File: src/rtl/outbox_drain.sv
// outbox_drain: pops bytes from the hrmcpu OUTBOX, buffers them in a small queue,
// and presents them downstream on valid/ready while counting delivered bytes.
module outbox_drain #(
    parameter int DEPTH = 4,
    parameter int CNT_W = 16
) (
    input  logic                     clk,
    input  logic                     i_rst,
    input  logic                     drain_en,
    input  logic                     cpu_out_empty,
    input  logic [7:0]               cpu_out_data,
    output logic                     cpu_out_rd,
    output logic [7:0]               tx_data,
    output logic                     tx_valid,
    input  logic                     tx_ready,
    output logic [$clog2(DEPTH):0]   q_level,
    output logic [CNT_W-1:0]         drained_cnt
);
    localparam int AW = $clog2(DEPTH);
    localparam logic [0:0] ST_IDLE   = 1'b0;
    localparam logic [0:0] ST_POPPED = 1'b1;

    logic [0:0]       state_q, state_d;
    logic             cap_q;
    logic [7:0]       mem_q [DEPTH];
    logic [AW-1:0]    wptr_q, rptr_q;
    logic [AW:0]      level_q, level_d;
    logic [CNT_W-1:0] cnt_q;
    logic [AW+1:0]    occ;
    logic             acc, go;

    // Credit counts the byte still landing so a pop never targets a full queue.
    always_comb begin
        acc     = tx_valid & tx_ready;
        occ     = {1'b0, level_q} + {{(AW + 1){1'b0}}, cap_q};
        go      = (state_q == ST_IDLE) && drain_en && !cpu_out_empty && (occ < (AW + 2)'(DEPTH));
        state_d = go ? ST_POPPED : ST_IDLE;
        level_d = level_q + {{AW{1'b0}}, cap_q} - {{AW{1'b0}}, acc};
    end

    always_ff @(posedge clk or posedge i_rst) begin
        if (i_rst) begin
            state_q <= ST_IDLE;
            cap_q   <= 1'b0;
            wptr_q  <= '0;
            rptr_q  <= '0;
            level_q <= '0;
            cnt_q   <= '0;
            for (int i = 0; i < DEPTH; i++) mem_q[i] <= '0;
        end else begin
            state_q <= state_d;
            cap_q   <= (state_q == ST_POPPED);
            level_q <= level_d;
            if (cap_q) begin
                mem_q[wptr_q] <= cpu_out_data;
                wptr_q        <= wptr_q + AW'(1);
            end
            if (acc) begin
                rptr_q <= rptr_q + AW'(1);
                cnt_q  <= cnt_q + CNT_W'(1);
            end
        end
    end

    assign cpu_out_rd  = (state_q == ST_POPPED);
    assign tx_valid    = (level_q != '0);
    assign tx_data     = mem_q[rptr_q];
    assign q_level     = level_q;
    assign drained_cnt = cnt_q;

    a_no_overflow: assert property (@(posedge clk) disable iff (i_rst)
        !(cap_q && !acc && level_q == (AW + 1)'(DEPTH)));
endmodule

File: config.mk
export PLATFORM = sky130hd
export DESIGN_NAME = outbox_drain
export DESIGN_NICKNAME = d
export VERILOG_FILES = /design/src/rtl/outbox_drain.sv
export SDC_FILE = /design/constraint.sdc
export NUM_CORES = 1
export LEC_CHECK = 0
export CAP_MARGIN = 40
export CORE_ASPECT_RATIO = 1.5
export CORE_MARGIN = 3
export CORE_UTILIZATION = 40
export DETAILED_ROUTE_END_ITERATION = 10
export GPL_TIMING_DRIVEN = 0
export PLACE_DENSITY = 0.63
export SLEW_MARGIN = 20
export SYNTH_ARGS = -nofsm -noshare
export SYNTH_HDL_FRONTEND = slang
export SYNTH_SLANG_ARGS = --single-unit
File: constraint.sdc
create_clock -name clk -period 2.6 [get_ports clk]
set_clock_uncertainty 0.1 [all_clocks]
set_input_delay 0.78 -clock clk [delete_from_list [all_inputs] [get_ports clk]]
set_output_delay 0.78 -clock clk [all_outputs]
set_load 0.005 [all_outputs]
==> summary.txt, run 1 <==
Outcome
  • Status: finished, final reports clean

Final layout
  • Final net count: approximately 260
  • P&R area growth vs syn: 28.4%
  • Post-route cell area: 0.00331 mm2
  • Antenna diodes: 0
  • Final Non-Filler Cells: 312
  • Layout cells sized above 1: 0.282

Timing
  • Setup_tns: 0 ps
  • Final WS setup: 59.4 ps
  • Fmax: 0.394 GHz
  • Hold slack: 305 ps
  • Worst Max-Slew Pin Slew: 471 ps
  • Slew HR: 0.686
  • Final period util: 0.977
  • RSZ-0062 raised after global routing: no
  • Crit path time final: 2540 ps
  • Setup-failing EPs final: 0
  • Hold Violations, Final: 0
  • Slew Viols, Final: 0

Clocking
  • TritonCTS clock tree: built
  • Num CTS Buffers: 9
  • Clk root buf: clkbuf_8
  • Worst-path clk slew: 60 ps
  • # H-tree levels: 3
  • Latest clock arrival within the worst-skew pair: 330 ps
  • Clock Sinks: 57
  • Clock buffer depth: 2
  • Hold_buf cts: 0

Critical path
  • Arrival @ worst endpoint: roughly 1700 ps
  • Critical Path Source Type: register
  • Worst Setup End Kind: primary output
  • Worst Path Max Fanout: 7
  • Critical Path RT: 1720 ps
  • WS Path Type: register to primary output

Power
  • VDD IR-drop max: 556 uV
  • Internal power: ~2600 uW
  • Gate power share: 0.375
  • Sw frac: 0.295
  • PD cells: 1100 mW/mm2
  • Reg power frac: 0.431
  • Switching power: 1070 uW
  • Clock share of power: 0.194
  • Leakage power: 0.00143 uW

Global route
  • GRT Residual Overflow: 0
  • Initial antenna violation count: 0
  • Vias in the first global route: 1759
  • All-layer global routing usage: 0.146
  • Largest net degree at the start of global routing: 51
  • Global-route wire length before repair: around 8400 um

Floorplanning
  • Initial Util: 0.415
  • Die Wd: 71.6 um
  • Die ar.: around 0.0075 mm2
  • Std-Cell Rows: 35
  • Top-Level Pins: 42
  • Die Y: 104 um
  • Core ar.: 0.00622 mm2

Drt
  • Initial DRC count: between 80 and 90
  • Post-DR wirelength/cell: 15.3 um
  • Vias/cell: 5.04
  • Final WL: between 4000 and 5000 um
  • Residual DRC: 0
  • Antenna-violating nets left: 0
  • Initial DRT Pass Iterations: 4
  • Total number of vias: 1574

Yosys
  • Ys async rst share: 1.00
  • Synthesized cell area: 0.00258 mm2
  • Yosys warning count: 0
  • Ys flop type: dfrtp_1
  • Post-Syn Instances: 181
  • Yosys cell types: 28
  • Synthesis-stage register bit count: 57
  • Mapped Nets: roughly 200
  • Sequential element share of the synthesized area: 0.553
  • Avg Cell Area, Syn: 14.2 um2
  • Number of synthesized flops with an enable pin: 0

Place
  • Cell area after placement: 0.00311 mm2
  • # port buffers: 41
  • Post-DP HPWL: 3220 um
  • Dpl ws: -173 ps
  • RePlAce Congestion: a little under 0.7
  • Inst Count DP: about 300

Job
  • Max-cap viol count: 0

Worst hold path
  • Hold WC Path Type: register to register
critical path, stage by stage, from the launching register on:
cell and delay (ps):
dfrtp_1 470, or3_4 410, clkdlybuf4s50_1 460
area by class of cell:
cell class	count	area, um2
well taps	74	92.6
clock buffers	14	163
flip-flops and latches	57	1430
plain buffers	3	31.3
repair buffers	44	467
fillers	556	2910
multi-input cells	110	1090
inverters	10	40.0
registers in the layout (all words and copies together), names as in the netlist:
signal,cells
rptr_q,2
cpu_out_rd,1
cap_q,1
mem_q,32
drained_cnt,16
wptr_q,2
q_level,3
cells by family (layout without fill, tap and decap cells):
| logic type | count (synthesis) | in the layout | share of synthesized area |
|---|---|---|---|
| flip-flops | 57 | 57 | 0.553 |
| multiplexers | 40 | 40 | 0.210 |
| AND/OR/NAND/NOR | 37 | 37 | 0.0859 |
| XOR/XNOR | 19 | 19 | 0.0645 |
| buffers and inverters | 14 | 71 | 0.0243 |
| adder cells (fa/ha/maj) | 9 | 9 | 0.0466 |
| AO/OA/AOI/OAI | 5 | 5 | 0.0160 |
synthesized netlist by cell type (2+ instances only):
library cell / count / area [um2]
nand4_2: 2 / 25.0
nand2_1: 14 / 52.6
ha_1: 8 / 100
buf_2: 2 / 10.0
mux2_2: 32 / 360
xnor2_1: 15 / 131
a21oi_1: 2 / 10.0
dfrtp_1: 57 / 1430
nand3_1: 6 / 30.0
o21ai_0: 2 / 10.0
inv_1: 9 / 33.8
mux4_2: 8 / 180
nor2_1: 5 / 18.8
nand4_1: 2 / 12.5
xor2_1: 4 / 35.0
repair_timing:
| action | 4_1_cts | 5_1_grt |
|---|---|---|
| gates resized for setup | 11 | 5 |
| buffers inserted | 1 | 0 |
| gates cloned | 1 | 0 |
| endpoints found under the setup margin | 8 | 3 |
final timing paths:
check	from	end	slack [ps]	cells past startpoint
max	q_level[1]$_DFF_PP0_	tx_valid	60	2
max in group asynchronous	i_rst	rptr_q[0]$_DFFE_PP0P_	1340	3
min in group asynchronous	i_rst	drained_cnt[6]$_DFFE_PP0P_	590	2
max reg2reg	q_level[0]$_DFF_PP0_	q_level[2]$_DFF_PP0_	310	7
min reg2reg	cpu_out_rd$_DFF_PP0_	cap_q$_DFF_PP0_	310	0
min	cpu_out_rd$_DFF_PP0_	cap_q$_DFF_PP0_	310	0
cell usage in the layout, fill, tap and decap left out, types with 5 or more instances in the layout:
cell,count
nand3_1,6
nand2_1,14
nor2_1,5
dfrtp_1,56
dlygate4sd2_1,5
ha_1,8
clkdlybuf4s50_1,33
inv_1,8
xnor2_1,15
mux2_2,32
mux4_2,8
clkbuf_8,11
power by group through the flow:
stage / Combinational (uW) / Sequential (uW) / Clock, uW
CTS: 1410 / 1560 / 729
global placement: 1400 / 1520 / 0
floorplan: 861 / 1480 / 0
global route: 1510 / 1630 / 768
finish: 1360 / 1570 / 706
detailed placement: 1440 / 1530 / 0
stage by stage:
step / total power, uW / util
floorplan: 2340 / -
global placement: 2920 / 0.496
detailed placement: 2980 / 0.500
CTS: 3700 / 0.532
global route: 3900 / 0.532
finish: 3630 / 0.532
per-layer routing:
metal | up-vias | global-route usage | share of wire
met3 | 8 | 0.0484 | 0.040
met2 | 28 | 0.229 | 0.51
met4 | 0 | 0.0645 | 0.021
li1 | 742 | - | -
met1 | 796 | 0.179 | 0.43
met5 | - | 0 | 0
No activity file was read; power rests on OpenSTA's default activity.
==> inputs of run 2 (changes only) <==
--- a/config.mk
+++ b/config.mk
@@ -12,6 +12,7 @@
 export DETAILED_ROUTE_END_ITERATION = 10
 export GPL_TIMING_DRIVEN = 0
 export PLACE_DENSITY = 0.63
+export SKIP_CTS_REPAIR_TIMING = 1
 export SLEW_MARGIN = 20
 export SYNTH_ARGS = -nofsm -noshare
 export SYNTH_HDL_FRONTEND = slang
==> run 2 against run 1 <==
Hold slack barely moved; clock power about the same; sequential power about the same; sequential cell count unchanged; first-iteration DRC count down 18%; combinational power up 5%; wire length decreased by 0.52%; die area did not move; critical path depth did not move; fmax increased by 0.11%; core utilization is 0.66 points higher; worst setup slack better by 2.7 ps; largest power group unchanged.
==> summary.txt, run 2 (synthesized netlist as in run 1, its figures left out) <==
Place
  • # port buffers: 41 (unchanged)
  • RePlAce Congestion: 0.688 (unchanged)
  • Post-DP HPWL: 3220 um (unchanged)

Timing
  • Setup_tns: 0 ps (unchanged)
  • Worst Max-Slew Pin Slew: 443 ps (-27.9 ps)
  • Hold slack: 305 ps (-0.00300 ps)
  • RSZ-0062 raised after global routing: no
  • Hold Violations, Final: 0 (unchanged)
  • Crit path time final: 2540 ps (-2.67 ps)
  • Fmax: 0.394 GHz (+0.11%)
  • Final period util: 0.976 (-0.00103)
  • Slew Viols, Final: 0 (unchanged)
  • Slew HR: 0.704 (+0.0179)
  • Setup-failing EPs final: 0 (unchanged)

Critical path
  • Worst Setup End Kind: primary output
  • WS Path Type: register to primary output
  • Critical Path RT: 1720 ps (about the same)
  • Worst Path Max Fanout: 7 (unchanged)
  • Slowest-stage cell, CP: dfrtp_1
  • CP max stage delay: 470 ps (about the same)
  • Critical Path Source Type: register
  • Arrival @ worst endpoint: 1660 ps (about the same)
  • Critical path cell sequence: or3_4 > clkdlybuf4s50_1
  • Worst reg-to-reg setup slack: 310 ps (about the same)
  • Worst path buffer plus inverter count: 1 (unchanged)
  • Top delay family on crit path: flip-flops

Clocking
  • Worst-path clk slew: 60 ps (about the same)
  • TritonCTS clock tree: built
  • Clock buffer depth: 2 (unchanged)
  • Num CTS Buffers: 9 (unchanged)
  • Latest clock arrival within the worst-skew pair: 330 ps (about the same)
  • Clk root buf: clkbuf_8
  • Clock Sinks: 57 (unchanged)
  • # H-tree levels: 3 (unchanged)

Final layout
  • Most frequent cells in the layout: 56 x dfrtp_1, 33 x clkdlybuf4s50_1, 32 x mux2_2, 15 x xnor2_1, 14 x nand2_1
  • Filler Cell Count: 552 (-0.72%)
  • Largest Register: mem_q
  • Max reg flops: 32 (unchanged)
  • Final net count: 261 (+1.6%)
  • Multi-input gate area: 0.00109 mm2 (unchanged)
  • Antenna diodes: 0 (unchanged)
  • Flip-flop and latch area: 0.00143 mm2 (unchanged)
  • Most common cell after layout, fill and taps aside: dfrtp_1
  • Layout cells sized above 1: 0.293 (+0.0119)
  • P&R area growth vs syn: 30.0%

Floorplanning
  • Die ar.: 0.00747 mm2 (unchanged)
  • Initial Util: 0.415 (unchanged)
  • Std-Cell Rows: 35 (unchanged)
  • Die Y: 104 um (unchanged)
  • Top-Level Pins: 42 (unchanged)
  • Core ar.: 0.00622 mm2 (unchanged)
  • Die Wd: 71.6 um (unchanged)

Global route
  • Largest net degree at the start of global routing: 51 (unchanged)
  • Met1 Usage GRT: 0.176 (-0.00316)
  • GR Util met2: 0.227 (-0.00197)
  • Initial antenna violation count: 0 (unchanged)
  • All-layer global routing usage: 0.144 (-0.00159)
  • Gr busiest metal: met2
  • M3 GR Usage: 0.0426 (-0.00580)
  • GRT Residual Overflow: 0 (unchanged)
  • Global-route wire length before repair: 8290 um (-0.83%)
  • Vias in the first global route: 1765 (+0.34%)

Worst hold path
  • Hold WC Path Type: register to register

Power
  • Tot Pwr: 3680 uW (+1.3%)
  • VDD IR-drop max: 557 uV (+0.17%)
  • PD cells: 1100 mW/mm2 (about the same)
  • Leakage power: 0.00151 uW (+5.4%)

Outcome
  • Status: finished, final reports clean

Drt
  • Post-DR wirelength/cell: 15.0 um (-1.8%)
  • Total number of vias: 1582 (+0.51%)
  • Vias/cell: 5.01 (-0.76%)
  • Initial DRC count: 70 (-18%)
  • Residual DRC: 0 (unchanged)
  • Antenna-violating nets left: 0 (unchanged)
  • Initial DRT Pass Iterations: 3 (-1)
  • Final WL: 4750 um (-0.52%)

Job
  • Max-cap viol count: 0 (unchanged)
-- run 2: cell count changes in the layout (fill, tap and decap cells not counted), sizes merged --
cell           change
dlymetal6s2s       +8
dlygate4sd2        -5
clkdlybuf4s15      -3
buf                +4
-- run 2: layout make-up --
type / count / share of cell area
Sequential cell: 57 / 0.426
Inverter: 10 / 0.0119
Tap cell: 74 / 0.0276
Timing Repair Buffer: 48 / 0.150
Buffer: 3 / 0.0108
Multi-Input combinational cell: 110 / 0.325
Clock buffer: 14 / 0.0485
-- run 2: per-stage QoR --
stage | setup WS [ps] | cells | utilization | area (um2)
2_1_floorplan | 320 | 181 | - | 2580
3_3_place_gp | -802 | 296 | 0.496 | 3080
3_5_place_dp | -173 | 297 | 0.500 | 3110
4_1_cts | -307 | 311 | 0.527 | 3270
5_1_grt | 12.6 | 316 | 0.539 | 3350
6_report | 62.1 | 316 | 0.539 | 3350
-- run 2: where the power goes --
group          switching, uW  internal [uW]  leakage (uW)
clock                    315            388     0.0000826
combinational            459            967      0.000740
sequential               293           1260      0.000690
total                   1070           2620       0.00151
-- run 2: final timing paths --
| check | start | endpoint | cells past startpoint |
|---|---|---|---|
| hold / removal | cpu_out_rd$_DFF_PP0_ | cap_q$_DFF_PP0_ | 0 |
| hold reg to reg | cpu_out_rd$_DFF_PP0_ | cap_q$_DFF_PP0_ | 0 |
| setup / recovery | q_level[1]$_DFF_PP0_ | tx_valid | 2 |
| max in group asynchronous | i_rst | wptr_q[0]$_DFFE_PP0P_ | 3 |
| min in group asynchronous | i_rst | drained_cnt[6]$_DFFE_PP0P_ | 2 |
| setup reg to reg | q_level[0]$_DFF_PP0_ | q_level[2]$_DFF_PP0_ | 7 |
-- run 2: per-layer routing --
layer,share of wire,vias up
li1,-,746
met1,0.43,800
met2,0.51,28
met3,0.041,8
met4,0.021,0
met5,0,-
==> inputs of run 3 (changes only) <==
--- a/config.mk
+++ b/config.mk
@@ -6,7 +6,6 @@
 export NUM_CORES = 1
 export LEC_CHECK = 0
 export CAP_MARGIN = 40
-export CORE_ASPECT_RATIO = 1.5
 export CORE_MARGIN = 3
 export CORE_UTILIZATION = 40
 export DETAILED_ROUTE_END_ITERATION = 10
==> run 3 against run 2 <==
Fmax is 0.97% higher; sequential power is essentially flat; clock-buffer cell count did not move; die area fell by 0.27%; largest cell class unchanged; largest power group unchanged; highest routed layer unchanged.
==> summary.txt, run 3 (synthesized netlist as in run 1, its figures left out) <==
Outcome
  • Status: finished, final reports clean

Global route
  • Largest net degree at the start of global routing: 58 (+14%)
  • Vias in the first global route: 1647 (-6.7%)
  • Global-route wire length before repair: 8010 um (-3.3%)
  • Initial antenna violation count: 0 (unchanged)
  • M3 GR Usage: 0.0304 (-0.0121)
  • Gr busiest metal: met1
  • Met1 Usage GRT: 0.205 (+0.0286)
  • GR Util met2: 0.196 (-0.0308)
  • All-layer global routing usage: 0.140 (-0.00423)
  • GRT Residual Overflow: 0 (unchanged)

Drt
  • Antenna-violating nets left: 0 (unchanged)
  • Total number of vias: 1539 (-2.7%)
  • Final WL: 4580 um (-3.5%)
  • Initial DRC count: 57 (-19%)
  • Vias/cell: 4.93 (-1.5%)
  • Initial DRT Pass Iterations: 4 (+1)
  • Post-DR wirelength/cell: 14.7 um (-2.3%)
  • Residual DRC: 0 (unchanged)

Final layout
  • Final net count: 254 (-2.7%)
  • Final Non-Filler Cells: 312 (-1.3%)
  • Max reg flops: 32 (unchanged)
  • P&R area growth vs syn: 29.0%
  • Post-route cell area: 0.00333 mm2 (-0.75%)
  • Largest Register: mem_q
  • Most common cell after layout, fill and taps aside: dfrtp_1
  • Filler Cell Count: 538 (-2.5%)
  • Post-Route Utilization: 0.546 (+0.00674)
  • Antenna diodes: 0 (unchanged)
  • Most frequent cells in the layout: 55 x dfrtp_1, 33 x clkdlybuf4s50_1, 32 x mux2_2, 15 x xnor2_1, 14 x nand2_1
  • Layout cells sized above 1: 0.287 (-0.00647)

Place
  • Post-DP HPWL: 3110 um (-3.6%)
  • Inst Count DP: 297 (unchanged)
  • RePlAce Congestion: 0.711 (+3.4%)
  • Cell area after placement: 0.00309 mm2 (-0.84%)
  • # port buffers: 41 (unchanged)

Timing
  • Hold Violations, Final: 0 (unchanged)
  • Slew HR: 0.539 (-0.165)
  • Fmax: 0.398 GHz (+0.97%)
  • RSZ-0062 raised after global routing: no
  • Final period util: 0.967 (-0.00933)
  • Slew Viols, Final: 0 (unchanged)
  • Crit path time final: 2510 ps (-24.3 ps)
  • Setup_tns: 0 ps (unchanged)
  • Worst Max-Slew Pin Slew: 691 ps (+248 ps)
  • Setup-failing EPs final: 0 (unchanged)

Floorplanning
  • Initial Util: 0.423 (+0.00834)
  • Die Wd: 86.3 um (+21%)
  • Std-Cell Rows: 28 (-20%)
  • Die ar.: 0.00745 mm2 (-0.27%)
  • Core ar.: 0.00610 mm2 (-2.0%)
  • Top-Level Pins: 42 (unchanged)
  • Die Y: 86.3 um (-17%)

Clocking
  • # H-tree levels: 3 (unchanged)
  • Clock Sinks: 57 (unchanged)
  • Worst-path clk slew: 60 ps (about the same)
  • Clk root buf: clkbuf_8
  • Clock buffer depth: 2 (unchanged)
  • TritonCTS clock tree: built
  • Latest clock arrival within the worst-skew pair: 320 ps (about the same)
  • Num CTS Buffers: 9 (unchanged)

Critical path
  • Critical Path RT: 1720 ps (about the same)
  • Slowest-stage cell, CP: clkdlybuf4s50_1
  • Critical path cell sequence: or3_4 > clkdlybuf4s50_1
  • CP max stage delay: 470 ps (about the same)
  • WS Path Type: register to primary output
  • Worst Setup End Kind: primary output
  • Arrival @ worst endpoint: 1630 ps (-30 ps)
  • Worst Path Max Fanout: 6 (-1)
  • R2R depth: 7 (unchanged)
  • Critical Path Source Type: register

Power
  • Switching power: 1060 uW (-0.61%)
  • Sw frac: 0.283 (-0.00680)
  • Clock share of power: 0.224 (+0.033)
  • VDD IR-drop max: 574 uV (+3.1%)
  • Internal power: 2690 uW (+2.8%)
  • Gate power share: 0.360 (-0.027)
  • Leakage power: 0.00149 uW (-1.2%)
  • PD cells: 1130 mW/mm2 (+2.5%)
  • Reg power frac: 0.416 (-0.006)

Worst hold path
  • Hold Path Cell Cnt: 0 (unchanged)
  • Hold WC Path Type: register to register

Job
  • Max-cap viol count: 0 (unchanged)
run 3: per-layer routing:
metal	share of wire	routed length (um)	vias up
li1	-	-	734
met1	0.51	2320	771
met2	0.44	2030	26
met3	0.037	168	8
met4	0.013	61	0
met5	0	0	-
run 3: path summary, 6_finish.rpt:
| kind | slack (ps) | start | to |
|---|---|---|---|
| max | 90 | q_level[0]$_DFF_PP0_ | tx_valid |
| min | 310 | cpu_out_rd$_DFF_PP0_ | cap_q$_DFF_PP0_ |
| max reg2reg | 350 | q_level[0]$_DFF_PP0_ | q_level[2]$_DFF_PP0_ |
| min reg2reg | 310 | cpu_out_rd$_DFF_PP0_ | cap_q$_DFF_PP0_ |
| max in group asynchronous | 1060 | i_rst | q_level[1]$_DFF_PP0_ |
| min in group asynchronous | 820 | i_rst | drained_cnt[15]$_DFFE_PP0P_ |
run 3: critical path, delay by kind of cell, from the launching register on:
kind                   cells  cell delay [ps]
buffers and inverters      1              470
DFF                        1              450
and+or+nand+nor            1              400
run 3: power groups by stage:
stage	Sequential [uW]	Combinational (uW)	Clock [uW]
6_report	1560	1350	840
5_1_grt	1610	1510	901
4_1_cts	1520	1440	867
3_5_place_dp	1530	1440	0
3_3_place_gp	1530	1410	0
2_1_floorplan	1480	861	0
run 3: through the flow:
step / power [uW] / hold slack, ps / setup slack [ps]
after detailed placement: 2970 / 299 / -167
final: 3750 / 312 / 86.4
after CTS: 3830 / 319 / -311
after global routing: 4020 / 334 / 17.9
after floorplan: 2340 / 297 / 320
after global placement: 2940 / 295 / -780
run 3: cell type report:
type                       instances  area (um2)  share of cell area
tap                               75        93.8              0.0282
sequential                        57        1430               0.429
clock buffer                      14         173              0.0519
inverter                          10        40.0              0.0120
multi-input combinational        110        1090               0.328
clock inverter                     2        35.0              0.0105
timing repair buffer              41         430               0.129
buffer                             3        36.3              0.0109
